--- config.mk ---
export PLATFORM = sky130hd
export DESIGN_NAME = res_station_array
export DESIGN_NICKNAME = d
export VERILOG_FILES = /design/src/rtl/res_station_array.sv
export SDC_FILE = /design/constraint.sdc
export NUM_CORES = 1
export LEC_CHECK = 0
export ABC_CLOCK_PERIOD_IN_PS = 1900
export BUFFER_PORTS_ARGS = -buffer_cell sky130_fd_sc_hd__buf_2
export CAP_MARGIN = 10
export CORE_ASPECT_RATIO = 1.2
export CORE_MARGIN = 3
export CORE_UTILIZATION = 30
export DETAILED_ROUTE_END_ITERATION = 16
export GPL_TIMING_DRIVEN = 0
export PLACE_DENSITY = 0.47
export SYNTH_ARGS = -nofsm -noshare
export SYNTH_HDL_FRONTEND = slang
export SYNTH_SLANG_ARGS = --single-unit
--- constraint.sdc ---
create_clock -name clk -period 1.9 [get_ports clk]
set_clock_uncertainty 0.1 [all_clocks]
set_input_delay 0.095 -clock clk [delete_from_list [all_inputs] [get_ports clk]]
set_output_delay 0.095 -clock clk [all_outputs]
set_load 0.05 [all_outputs]
--- src/rtl/res_station_array.sv ---
// Multi-entry reservation station: holds dispatched instructions, snoops the CDB
// for missing operands and issues the lowest-indexed ready entry to its FU.
module res_station_array #(
  parameter int unsigned DEPTH   = 4,
  parameter int unsigned TAG_W   = 3,
  parameter int unsigned DATA_W  = 32,
  parameter int unsigned NUM_CDB = 1
) (
  input  logic                        clk,
  input  logic                        rst,
  input  logic                        flush,
  input  logic                        alloc_valid,
  output logic                        alloc_ready,
  input  logic [3:0]                  alloc_op,
  input  logic [2:0]                  alloc_funct3,
  input  logic                        alloc_funct7,
  input  logic [TAG_W-1:0]            alloc_src1_tag,
  input  logic [TAG_W-1:0]            alloc_src2_tag,
  input  logic [DATA_W-1:0]           alloc_src1_data,
  input  logic [DATA_W-1:0]           alloc_src2_data,
  input  logic                        alloc_src1_valid,
  input  logic                        alloc_src2_valid,
  input  logic [TAG_W-1:0]            alloc_rd_tag,
  input  logic [DATA_W-1:0]           alloc_imm,
  input  logic [DATA_W-1:0]           alloc_pc,
  input  logic [NUM_CDB-1:0]          cdb_request,
  input  logic [NUM_CDB*TAG_W-1:0]    cdb_tag,
  input  logic [NUM_CDB*DATA_W-1:0]   cdb_data,
  output logic                        issue_valid,
  input  logic                        issue_ready,
  output logic [3:0]                  issue_op,
  output logic [2:0]                  issue_funct3,
  output logic                        issue_funct7,
  output logic [DATA_W-1:0]           issue_src1_data,
  output logic [DATA_W-1:0]           issue_src2_data,
  output logic [DATA_W-1:0]           issue_imm,
  output logic [DATA_W-1:0]           issue_pc,
  output logic [TAG_W-1:0]            issue_tag,
  output logic [$clog2(DEPTH+1)-1:0]  occupancy
);

  localparam int unsigned IDX_W = $clog2(DEPTH);
  localparam int unsigned OCC_W = $clog2(DEPTH + 1);

  typedef struct packed {
    logic              valid;
    logic [3:0]        op;
    logic [2:0]        funct3;
    logic              funct7;
    logic [TAG_W-1:0]  s1_tag;
    logic [DATA_W-1:0] s1_data;
    logic              s1_valid;
    logic [TAG_W-1:0]  s2_tag;
    logic [DATA_W-1:0] s2_data;
    logic              s2_valid;
    logic [TAG_W-1:0]  rd_tag;
    logic [DATA_W-1:0] imm;
    logic [DATA_W-1:0] pc;
  } entry_t;

  entry_t             ent_q [DEPTH];
  entry_t             ent_d [DEPTH];
  entry_t             new_ent;
  logic [OCC_W-1:0]   occ_q, occ_d;
  logic [DEPTH-1:0]   rdy;
  logic [DEPTH-1:0]   free;
  logic [IDX_W-1:0]   issue_sel, free_sel;
  logic               alloc_fire, issue_fire;
  logic [DATA_W:0]    hit1, hit2;

  // Lowest channel index wins when several channels carry the same tag.
  function automatic logic [DATA_W:0] cdb_lookup(
    input logic [TAG_W-1:0]          tag,
    input logic [NUM_CDB-1:0]        req,
    input logic [NUM_CDB*TAG_W-1:0]  tags,
    input logic [NUM_CDB*DATA_W-1:0] data
  );
    logic [DATA_W:0] hit;
    hit = '0;
    for (int c = NUM_CDB - 1; c >= 0; c--) begin
      if (req[c] && (tags[c*TAG_W +: TAG_W] == tag)) hit = {1'b1, data[c*DATA_W +: DATA_W]};
    end
    return hit;
  endfunction

  always_comb begin
    rdy       = '0;
    free      = '0;
    issue_sel = '0;
    free_sel  = '0;
    for (int i = 0; i < DEPTH; i++) begin
      rdy[i]  = ent_q[i].valid & ent_q[i].s1_valid & ent_q[i].s2_valid;
      free[i] = ~ent_q[i].valid;
    end
    for (int i = DEPTH - 1; i >= 0; i--) begin
      if (rdy[i])  issue_sel = IDX_W'(i);
      if (free[i]) free_sel  = IDX_W'(i);
    end
  end

  assign alloc_ready = (occ_q < OCC_W'(DEPTH));
  assign issue_valid = |rdy;
  assign alloc_fire  = alloc_valid & alloc_ready;
  assign issue_fire  = issue_valid & issue_ready;
  assign occupancy   = occ_q;

  // Payload is zero whenever nothing is ready so the FU never sees stale data.
  always_comb begin
    issue_op        = '0;
    issue_funct3    = '0;
    issue_funct7    = 1'b0;
    issue_src1_data = '0;
    issue_src2_data = '0;
    issue_imm       = '0;
    issue_pc        = '0;
    issue_tag       = '0;
    if (issue_valid) begin
      issue_op        = ent_q[issue_sel].op;
      issue_funct3    = ent_q[issue_sel].funct3;
      issue_funct7    = ent_q[issue_sel].funct7;
      issue_src1_data = ent_q[issue_sel].s1_data;
      issue_src2_data = ent_q[issue_sel].s2_data;
      issue_imm       = ent_q[issue_sel].imm;
      issue_pc        = ent_q[issue_sel].pc;
      issue_tag       = ent_q[issue_sel].rd_tag;
    end
  end

  // Incoming entry, with operands captured from a same-cycle broadcast.
  always_comb begin
    new_ent          = '0;
    new_ent.valid    = 1'b1;
    new_ent.op       = alloc_op;
    new_ent.funct3   = alloc_funct3;
    new_ent.funct7   = alloc_funct7;
    new_ent.s1_tag   = alloc_src1_tag;
    new_ent.s1_data  = alloc_src1_data;
    new_ent.s1_valid = alloc_src1_valid;
    new_ent.s2_tag   = alloc_src2_tag;
    new_ent.s2_data  = alloc_src2_data;
    new_ent.s2_valid = alloc_src2_valid;
    new_ent.rd_tag   = alloc_rd_tag;
    new_ent.imm      = alloc_imm;
    new_ent.pc       = alloc_pc;
    hit1 = cdb_lookup(alloc_src1_tag, cdb_request, cdb_tag, cdb_data);
    hit2 = cdb_lookup(alloc_src2_tag, cdb_request, cdb_tag, cdb_data);
    if (!alloc_src1_valid && hit1[DATA_W]) begin
      new_ent.s1_valid = 1'b1;
      new_ent.s1_data  = hit1[DATA_W-1:0];
    end
    if (!alloc_src2_valid && hit2[DATA_W]) begin
      new_ent.s2_valid = 1'b1;
      new_ent.s2_data  = hit2[DATA_W-1:0];
    end
  end

  // Next state: snoop, then issue, then alloc, with flush overriding all.
  always_comb begin
    logic [DATA_W:0] h1, h2;
    ent_d = ent_q;
    for (int i = 0; i < DEPTH; i++) begin
      h1 = cdb_lookup(ent_q[i].s1_tag, cdb_request, cdb_tag, cdb_data);
      h2 = cdb_lookup(ent_q[i].s2_tag, cdb_request, cdb_tag, cdb_data);
      if (ent_q[i].valid && !ent_q[i].s1_valid && h1[DATA_W]) begin
        ent_d[i].s1_valid = 1'b1;
        ent_d[i].s1_data  = h1[DATA_W-1:0];
      end
      if (ent_q[i].valid && !ent_q[i].s2_valid && h2[DATA_W]) begin
        ent_d[i].s2_valid = 1'b1;
        ent_d[i].s2_data  = h2[DATA_W-1:0];
      end
    end
    if (issue_fire) ent_d[issue_sel].valid = 1'b0;
    if (alloc_fire) ent_d[free_sel] = new_ent;
    if (flush) begin
      for (int i = 0; i < DEPTH; i++) ent_d[i].valid = 1'b0;
    end

    occ_d = occ_q;
    if (flush)                          occ_d = '0;
    else if (alloc_fire && !issue_fire) occ_d = occ_q + OCC_W'(1);
    else if (!alloc_fire && issue_fire) occ_d = occ_q - OCC_W'(1);
  end

  always_ff @(posedge clk or negedge rst) begin
    if (!rst) begin
      for (int i = 0; i < DEPTH; i++) ent_q[i] <= '0;
      occ_q <= '0;
    end else begin
      for (int i = 0; i < DEPTH; i++) ent_q[i] <= ent_d[i];
      occ_q <= occ_d;
    end
  end

endmodule

# == Yosys cells after proc, flatten, opt, wreduce, memory -nomap -nowiden ==
# Cells that the tools add are included.
# totals
register_bits,595
wordCells,182
output_inout_bits,144
input_bits,188
# classes
bitwise_logic,12
n_reduce_logical,46
muxes,54
magnitude_cmp,5
eq_ne,10
n_addsub,2
# ops
operator,count
592-bit bitwise mux,2
592-bit 2-to-1 mux,2
33-bit 2-to-1 mux,20
148-bit demux with 2-bit select,2
148-bit binary-select mux with 2-bit select,1
148-bit 2-to-1 mux,2
147-bit 2-to-1 mux,2
32-bit 2-to-1 mux,4
1-bit logical AND,32
3-bit equality test,10
2-bit 2-to-1 mux,8
3-bit 2-to-1 mux,5
1-bit logical NOT,12
1-bit bitwise AND,10
"3-bit greater-or-equal comparator, second input constant",2
"3-bit by 1-bit less-than comparator with 1-bit output, second input constant",2
2-bit inverter with 3-bit output,2
1-bit 2-to-1 mux,5
4-bit 2-to-1 mux,1
4-bit OR reduction,1
"3-bit by 1-bit adder with 3-bit output, second input constant",1
"3-bit less-than comparator, second input constant",1
3-bit nonzero test,1
"3-bit by 1-bit subtractor with 3-bit output, second input constant",1

# == Longest topological paths before layout ==
# Gate-level depths: netlist of the first run.
# logic_depth
word_depth,16
mapped_depth,8

# == Worst setup path before layout of the first run ==
# No wires, ideal clock.
# synth_timing
kind,reg-to-output
start,reg ent_q[295] (netlist name)
end,out issue_src1_data[0]
setup_slack_ps,-866
required_time_ps,1705
path_stages_with_launch,9
arrival_time_ps,2571
cell_sequence,dfrtp_1 buf_2 and3_1 buf_2 nor2_1 clkbuf_1 buf_2 a22oi_1 o21ai_0
# synth_via
elab_chain_len,10
word_cells_on_any_way,11
classes_between,mux: 7; bitwise: 3; reduce/logical: 1
# synth_rtl
item,line,source
1-bit bitwise AND (*) (2 in series),92,rdy[i] = ent_q[i].valid & ent_q[i].s1_valid & ent_q[i].s2_valid;
2-bit 2-to-1 mux (3 in series),96,if (rdy[i]) issue_sel = IDX_W'(i);
2-bit inverter with 3-bit output (not written as such),121,issue_src1_data = ent_q[issue_sel].s1_data;
148-bit binary-select mux with 2-bit select,121,
147-bit 2-to-1 mux (2 in series),-,
32-bit 2-to-1 mux (*),117,if (issue_valid) begin
"end, declared",34,"output logic [DATA_W-1:0] issue_src1_data,"
# Every way passes the cells marked *; elsewhere a longest branch is shown, timed or not. The select of a mux whose other input is x is not followed.

# == Worst setup path after layout of the first run ==
# layout_timing
start,reg ent_q[215] (netlist name)
end,out issue_src2_data[27]
# layout_via
elab_chain_len,9
word_cells_on_any_way,10
classes_between,mux: 7; bitwise: 2; reduce/logical: 1
# layout_rtl
item,line,source
1-bit bitwise AND (*),92,
2-bit 2-to-1 mux (3 in series),96,
2-bit inverter with 3-bit output (not written as such),122,issue_src2_data = ent_q[issue_sel].s2_data;
148-bit binary-select mux with 2-bit select,122,
147-bit 2-to-1 mux (2 in series),-,
32-bit 2-to-1 mux (*),117,
"end, declared",35,"output logic [DATA_W-1:0] issue_src2_data,"
# Marks and branches as above.

==> flow_metrics.env, run 1 <==
export IMPL_multiInputGateArea_mm2=0.0157
export IMPL_worstPathRequired_ns=1.70
export IMPL_async_flop_share=1.00
export IMPL_grt_max_degree=110
export IMPL_status="finished with violations"
export IMPL_n_fill_cell=8507
export IMPL_drc=0
export IMPL_place_area_mm2=0.0334
export IMPL_clk_pin_slew_ns=0.06
export IMPL_dp_final_hpwl_mm=88.1
export IMPL_synth_xor_area_frac=0.0101
export IMPL_path_cells="and3_4 -> nor2_4 -> buf_12 -> clkbuf_16 -> buf_12 -> a22oi_2 -> o21ai_4 -> buf_6"
export IMPL_synth_seq_area_share=0.529
export IMPL_grt_pass1_vias=27349
export IMPL_powerDensity_mw_per_mm2=1160
export IMPL_period_needed_ns=2.68
export IMPL_drt_wl_total_mm=138
export IMPL_crit_path_start="ent_q[215]"
export IMPL_ant_nets=0
export IMPL_post_route_period_util=1.41
export IMPL_drt_iter0_drc=2221
export IMPL_rsz0062_at_grt="yes"
export IMPL_synth_compound_area_frac=0.208
export IMPL_setup_viol=732
export IMPL_grt_pass1_wl_mm=190
export IMPL_yosys_area_share_simple=0.203
export IMPL_slew_viol_final=0
export IMPL_crit_type="reg -> out"
export IMPL_cp_max_fo=8
export IMPL_drv_cap=0
export IMPL_synth_top_family_by_area="compound AO/OA/AOI/OAI gates"
export IMPL_synthAdderAreaFrac=0.000712
export IMPL_nets=3793
export IMPL_grtUsageTotal=0.263
export IMPL_clock_fmax_mhz=373
export IMPL_drt_pass1_iter_count=7
export IMPL_yosysUniqueCellTypes=43
export IMPL_leakagePower_nw=19.2
export IMPL_fp_coreArea_mm2=0.0927
export IMPL_synth_fp_nets=3120
export IMPL_post_route_cell_area_mm2=0.0444
export IMPL_cp_common_cell="buf_12"
export IMPL_cts_root_buf="clkbuf_16"
export IMPL_synth_edf_count=0
export IMPL_cpPeakStageDelay_ns=0.41
export IMPL_clock_sinks=595
export IMPL_hold_worst_slack_ns=-0.0226
export IMPL_gp_congestion=0.837
export IMPL_viasPerCell=5.55
export IMPL_numCtsBuffers=72
export IMPL_die_area_mm2=0.0975
export IMPL_relSlewSlack=0.387
export IMPL_synth_cells=2931
export IMPL_cp_slowest_cell="dfrtp_1"
export IMPL_area_growth_pct=58.0
export IMPL_start_util=0.303
export IMPL_drive_gt1_frac=0.439
export IMPL_clockBufferDepth=3
export IMPL_antenna_found_initial=16
export IMPL_synth_main_ff_cell="dfrtp_1"
export IMPL_ys_ff_latch=595
export IMPL_fp_dieH_um=341
export IMPL_seqCellArea_mm2=0.0149
export IMPL_critPathBufInv=4
export IMPL_fin_ws_ns=-0.781
export IMPL_vdd_drop_max_v=0.000727
export IMPL_clock_latency_ns=0.63
export IMPL_violations="hold timing, setup timing"
export IMPL_yosys_warnings=0
export IMPL_synthMuxAreaShare=0.00142
export IMPL_tightest_slew_ns=0.920
export IMPL_syn_area_mm2=0.0281
export IMPL_worstHoldPathType="in -> async"
export IMPL_portBuffers=296
export IMPL_r2r_start="ent_q[591]"
export IMPL_final_hold_violation_count=7
export IMPL_cp_arrival_ns=2.49
export IMPL_num_vias=27238
export IMPL_start_kind="register"
export IMPL_wire_per_inst_um=28.1
export IMPL_cts_max_level=3
export IMPL_cts_tree="built"
export IMPL_row_count=122
export IMPL_postSynthAreaPerCell_um2=9.59
export IMPL_crit_family="buffers and inverters"
export IMPL_die_x_um=285
export IMPL_dp_slack_ns=-1.55
export IMPL_gr_total_overflow=0
export IMPL_cp_end_kind="output pin"
export IMPL_ioPinCount=332
-- cell type report --
cell class	count	area share
Antenna cell	13	0.000732
Buffer	292	0.0731
Clock buffer	108	0.0489
Clock inverter	21	0.00498
Inverter	5	0.000422
Multi-Input combinational cell	2029	0.352
Sequential cell	595	0.335
Tap cell	1240	0.0349
Timing Repair Buffer	609	0.149
-- metal layers --
metal,vias up,GRT usage,part of all wire
li1,11876,-,-
met3,270,0.0620,0.075
met2,1211,0.443,0.49
met4,14,0.0977,0.040
met5,-,0,0.00062
met1,13867,0.328,0.40
-- state kept, by name, summed over array words and instances, names as in the netlist --
name	cells
ent_q	592
occupancy	3
-- cells in the final DEF (no fill, tap or decap), types with 9 or more instances in the layout --
cell type	count
diode_2	13
buf_6	163
o221a_1	17
dlygate4sd3_1	159
clkbuf_1	24
buf_12	58
or3_1	239
clkinv_2	12
xor2_1	30
o221a_2	216
buf_2	199
buf_1	32
o21ai_4	130
nand2_2	77
nand2_1	858
o21ai_2	9
dfrtp_1	591
a22oi_1	49
a22oi_2	229
nand2_4	38
or3_4	18
clkbuf_16	152
nand3b_1	9
buf_4	63
clkbuf_4	20
o221a_4	23
clkbuf_2	31
clkbuf_8	42
buf_8	57
-- cell usage after synthesis, types with 2 or more instances --
cell type / count / share of area
mux2i_1: 4 / 0.0014
buf_4: 4 / 0.0011
buf_2: 99 / 0.018
or3_1: 256 / 0.057
dfrtp_1: 595 / 0.53
clkbuf_1: 147 / 0.020
a2bb2oi_1: 8 / 0.0025
nor4_1: 11 / 0.0024
nand3b_1: 9 / 0.0024
nand3_1: 8 / 0.0014
or2_2: 5 / 0.0011
o31ai_1: 2 / 0.00053
buf_1: 42 / 0.0056
buf_6: 5 / 0.0020
nand2b_1: 5 / 0.0011
o221a_1: 17 / 0.0068
o21ai_0: 142 / 0.025
nor4b_1: 2 / 0.00062
xor2_1: 30 / 0.0093
nor2_1: 5 / 0.00067
a22oi_1: 278 / 0.074
o221a_2: 239 / 0.096
and3_1: 2 / 0.00044
clkbuf_2: 5 / 0.00089
nor4_4: 2 / 0.0015
nor3_1: 4 / 0.00071
inv_1: 5 / 0.00067
a21oi_1: 13 / 0.0023
nand2_1: 973 / 0.13
-- worst reg2reg max path: stages, from the launching register on --
cell       delay, ns
dfrtp_1         0.34
buf_6           0.12
buf_6           0.10
buf_6           0.10
nand2_8         0.06
buf_6           0.11
or3_4           0.46
buf_12          0.20
buf_12          0.14
clkbuf_16       0.14
or3_1           0.32
o221a_2         0.13
-- path summary, 6_finish.rpt --
kind	to	slack [ns]	cells past startpoint
worst max-delay path	issue_src2_data[27]	-0.78	8
worst min-delay path	ent_q[416]	-0.02	2
worst max register to register	ent_q[261]	-0.53	11
worst min register to register	ent_q[210]	0.37	2
max in group asynchronous	ent_q[193]	0.06	4
min in group clk	ent_q[239]	0.02	2
-- cell families (layout without fill, tap and decap cells) --
logic type	after synthesis	after routing
multiplexers	4	4
other	0	13
adder cells (fa/ha/maj)	1	1
AND/OR/NAND/NOR	1291	1291
AO/OA/AOI/OAI	702	702
XOR/XNOR	31	31
flip-flops	595	595
buffers and inverters	307	1035
-- metrics by stage --
stage / setup TNS, ns / power (mW) / cells / utilization
floorplan: -51.71 / 28.2 / 2931 / -
global placement: -7754.65 / 32.2 / 4467 / 0.359
detailed placement: -644.16 / 32.6 / 4472 / 0.360
CTS: -312.23 / 49.5 / 4788 / 0.435
global route: -357.52 / 53.8 / 4902 / 0.479
finish: -300.64 / 51.6 / 4912 / 0.480
-- where the power goes --
part	total, mW	internal (mW)	leakage (nW)	switching [mW]
Clock	14.3	8.45	1.18	5.84
Combinational	17.1	7.71	10.6	9.43
Sequential	20.2	16.9	7.38	3.23
Total	51.6	33.1	19.2	18.5
-- repair_timing --
item | in CTS | in global routing
cloned | 12 | 51
pin swaps | 29 | 121
endpoints found under the setup margin | 734 | 942
hold endpoints to repair | 697 | 0
resized for setup | 646 | 692
buffers inserted | 19 | 69
hold buffers | 159 | 0
Note: power is estimated with default switching activity, not from simulation.
==> inputs of run 2 (changes only) <==
- CAP_MARGIN: 10 -> default
- CORE_MARGIN: 3 -> default
- HOLD_SLACK_MARGIN: default -> 0.12
==> run 2 against run 1 <==
Net effect: the run still ends with hold timing, setup timing left; non-clock buffer count decreased by 6; via count is 0.77% higher; first-iteration DRC count grew 8.6%; total power down 2.0%; sequential power hardly changed; maximum frequency rose by 2.4%; register-to-register slack got worse by 0.05 ns.
==> flow_metrics.env, run 2 (synthesized netlist as in run 1, its figures left out) <==
export IMPL_drt_iter0_drc=2412
export IMPL_final_hold_violation_count=236
export IMPL_path_cells="and3_4 -> nor2_4 -> buf_6 -> buf_12 -> clkbuf_16 -> a22oi_2 -> o21ai_4 -> buf_6"
export IMPL_slew_viol_final=0
export IMPL_critPathBufInv=4
export IMPL_clock_latency_ns=0.65
export IMPL_grtUsageTotal=0.279
export IMPL_n_fill_cell=8620
export IMPL_die_x_um=281
export IMPL_area_growth_pct=53.3
export IMPL_ioPinCount=332
export IMPL_final_util=0.466
export IMPL_viasPerCell=5.61
export IMPL_cp_end_kind="output pin"
export IMPL_portBuffers=296
export IMPL_hold_worst_slack_ns=-0.643
export IMPL_dp_final_hpwl_mm=88.9
export IMPL_cp_max_fo=7
export IMPL_clk_pin_slew_ns=0.06
export IMPL_gr_total_overflow=0
export IMPL_crit_type="reg -> out"
export IMPL_grt_pass1_vias=27757
export IMPL_antenna_found_initial=13
export IMPL_dp_slack_ns=-1.60
export IMPL_clock_fmax_mhz=382
export IMPL_worstHoldPathType="in -> async"
export IMPL_num_vias=27449
export IMPL_r2r_setup_slack_ns=-0.58
export IMPL_fp_dieH_um=337
export IMPL_fp_coreArea_mm2=0.0925
export IMPL_layout_commonest_cell="nand2_1"
export IMPL_finalPower_mw=50.6
export IMPL_clock_sinks=595
export IMPL_status="finished with violations"
export IMPL_drt_pass1_iter_count=6
export IMPL_r2r_end="ent_q[95]"
export IMPL_worstPathRequired_ns=1.70
export IMPL_setup_viol=731
export IMPL_ant_nets=0
export IMPL_post_route_period_util=1.38
export IMPL_leakagePower_nw=18.6
export IMPL_drv_cap=0
export IMPL_powerDensity_mw_per_mm2=1170
export IMPL_top_register="ent_q"
export IMPL_gp_congestion=0.883
export IMPL_wire_per_inst_um=27.9
export IMPL_drt_wl_total_mm=137
export IMPL_start_kind="register"
export IMPL_fin_ws_ns=-0.719
export IMPL_cts_tree="built"
export IMPL_layout_common_cells="nand2_1, dfrtp_1, or3_1, o221a_2, a22oi_2"
export IMPL_tightest_slew_ns=0.827
export IMPL_cp_common_cell="buf_6"
export IMPL_period_needed_ns=2.62
export IMPL_grt_max_degree=118
export IMPL_cts_root_buf="clkbuf_16"
export IMPL_cpPeakStageDelay_ns=0.44
export IMPL_drive_gt1_frac=0.397
export IMPL_die_area_mm2=0.0950
export IMPL_numCtsBuffers=73
export IMPL_cp_arrival_ns=2.42
export IMPL_vdd_drop_max_v=0.000671
export IMPL_reg2reg_depth=10
export IMPL_tns_ns=-290.96
export IMPL_largest_reg_flops=592
export IMPL_clockBufferDepth=3
export IMPL_start_util=0.304
export IMPL_r2r_start="ent_q[591]"
export IMPL_crit_family="buffers and inverters"
export IMPL_row_count=122
export IMPL_grt_pass1_wl_mm=194
export IMPL_nets=3788
export IMPL_cp_slowest_cell="dfrtp_1"
export IMPL_cts_max_level=3
export IMPL_violations="hold timing, setup timing"
export IMPL_rsz0062_at_grt="yes"
export IMPL_drc=0
export IMPL_relSlewSlack=0.449
==> run 2: final cells by class <==
type / count / area, µm² / share of cell area
repair buffers: 600 / 6030 / 0.140
diodes: 7 / 17.5 / 0.000406
inverters: 5 / 18.8 / 0.000435
flip-flops and latches: 595 / 14900 / 0.345
clock buffers: 112 / 2240 / 0.0519
well taps: 1240 / 1550 / 0.0360
plain buffers: 295 / 3270 / 0.0758
multi-input cells: 2029 / 14900 / 0.347
clock inverters: 13 / 151 / 0.00351
==> run 2: how the worst max path moves through the flow <==
| stage | startpoint | endpoint | slack [ns] | depth (start not counted) |
|---|---|---|---|---|
| after detailed placement | ent_q[591] | issue_src1_data[26] | -1.60 | 8 |
| after floorplan | ent_q[443] | occupancy[1] | -0.67 | 8 |
| after global routing | ent_q[591] | issue_src2_data[27] | -0.73 | 9 |
| after CTS | ent_q[215] | issue_src1_data[8] | -0.71 | 8 |
| final | ent_q[511] | issue_src1_data[0] | -0.72 | 8 |
| after global placement | rst | occupancy[2] | -13.09 | 1 |
==> run 2: layer usage <==
metal | GRT usage | wire, µm | share of wire
met1 | 0.352 | 53800 | 0.39
met4 | 0.123 | 6420 | 0.047
met3 | 0.0545 | 10900 | 0.080
met2 | 0.462 | 65600 | 0.48
met5 | 0 | 105 | 0.00077
==> run 2: what timing repair did <==
action / in CTS / in global routing
setup endpoints to repair: 734 / 731
hold buffers: 195 / 4
endpoints found under the hold margin: 999 / 152
buffers inserted: 37 / 31
cloned: 13 / 19
gates resized for setup: 854 / 189
pin swaps: 47 / 42
==> run 2: through the flow <==
step	cell area, µm²	instances
global route	43100	4891
CTS	41800	4837
finish	43100	4896
floorplan	30200	2931
detailed placement	33400	4472
global placement	33200	4467
==> run 2: worst reg2reg max path, stage by stage (launching register included) <==
cell       delay [ns]
dfrtp_1          0.34
buf_6            0.12
buf_6            0.10
buf_6            0.12
nand2_8          0.07
or4b_4           0.58
buf_12           0.18
clkbuf_16        0.15
buf_12           0.13
or3_1            0.31
o221a_2          0.13
==> run 2: report_power, final <==
group / switching, mW / internal, mW
logic: 9.24 / 7.05
registers: 3.08 / 16.9
clock network: 5.79 / 8.48
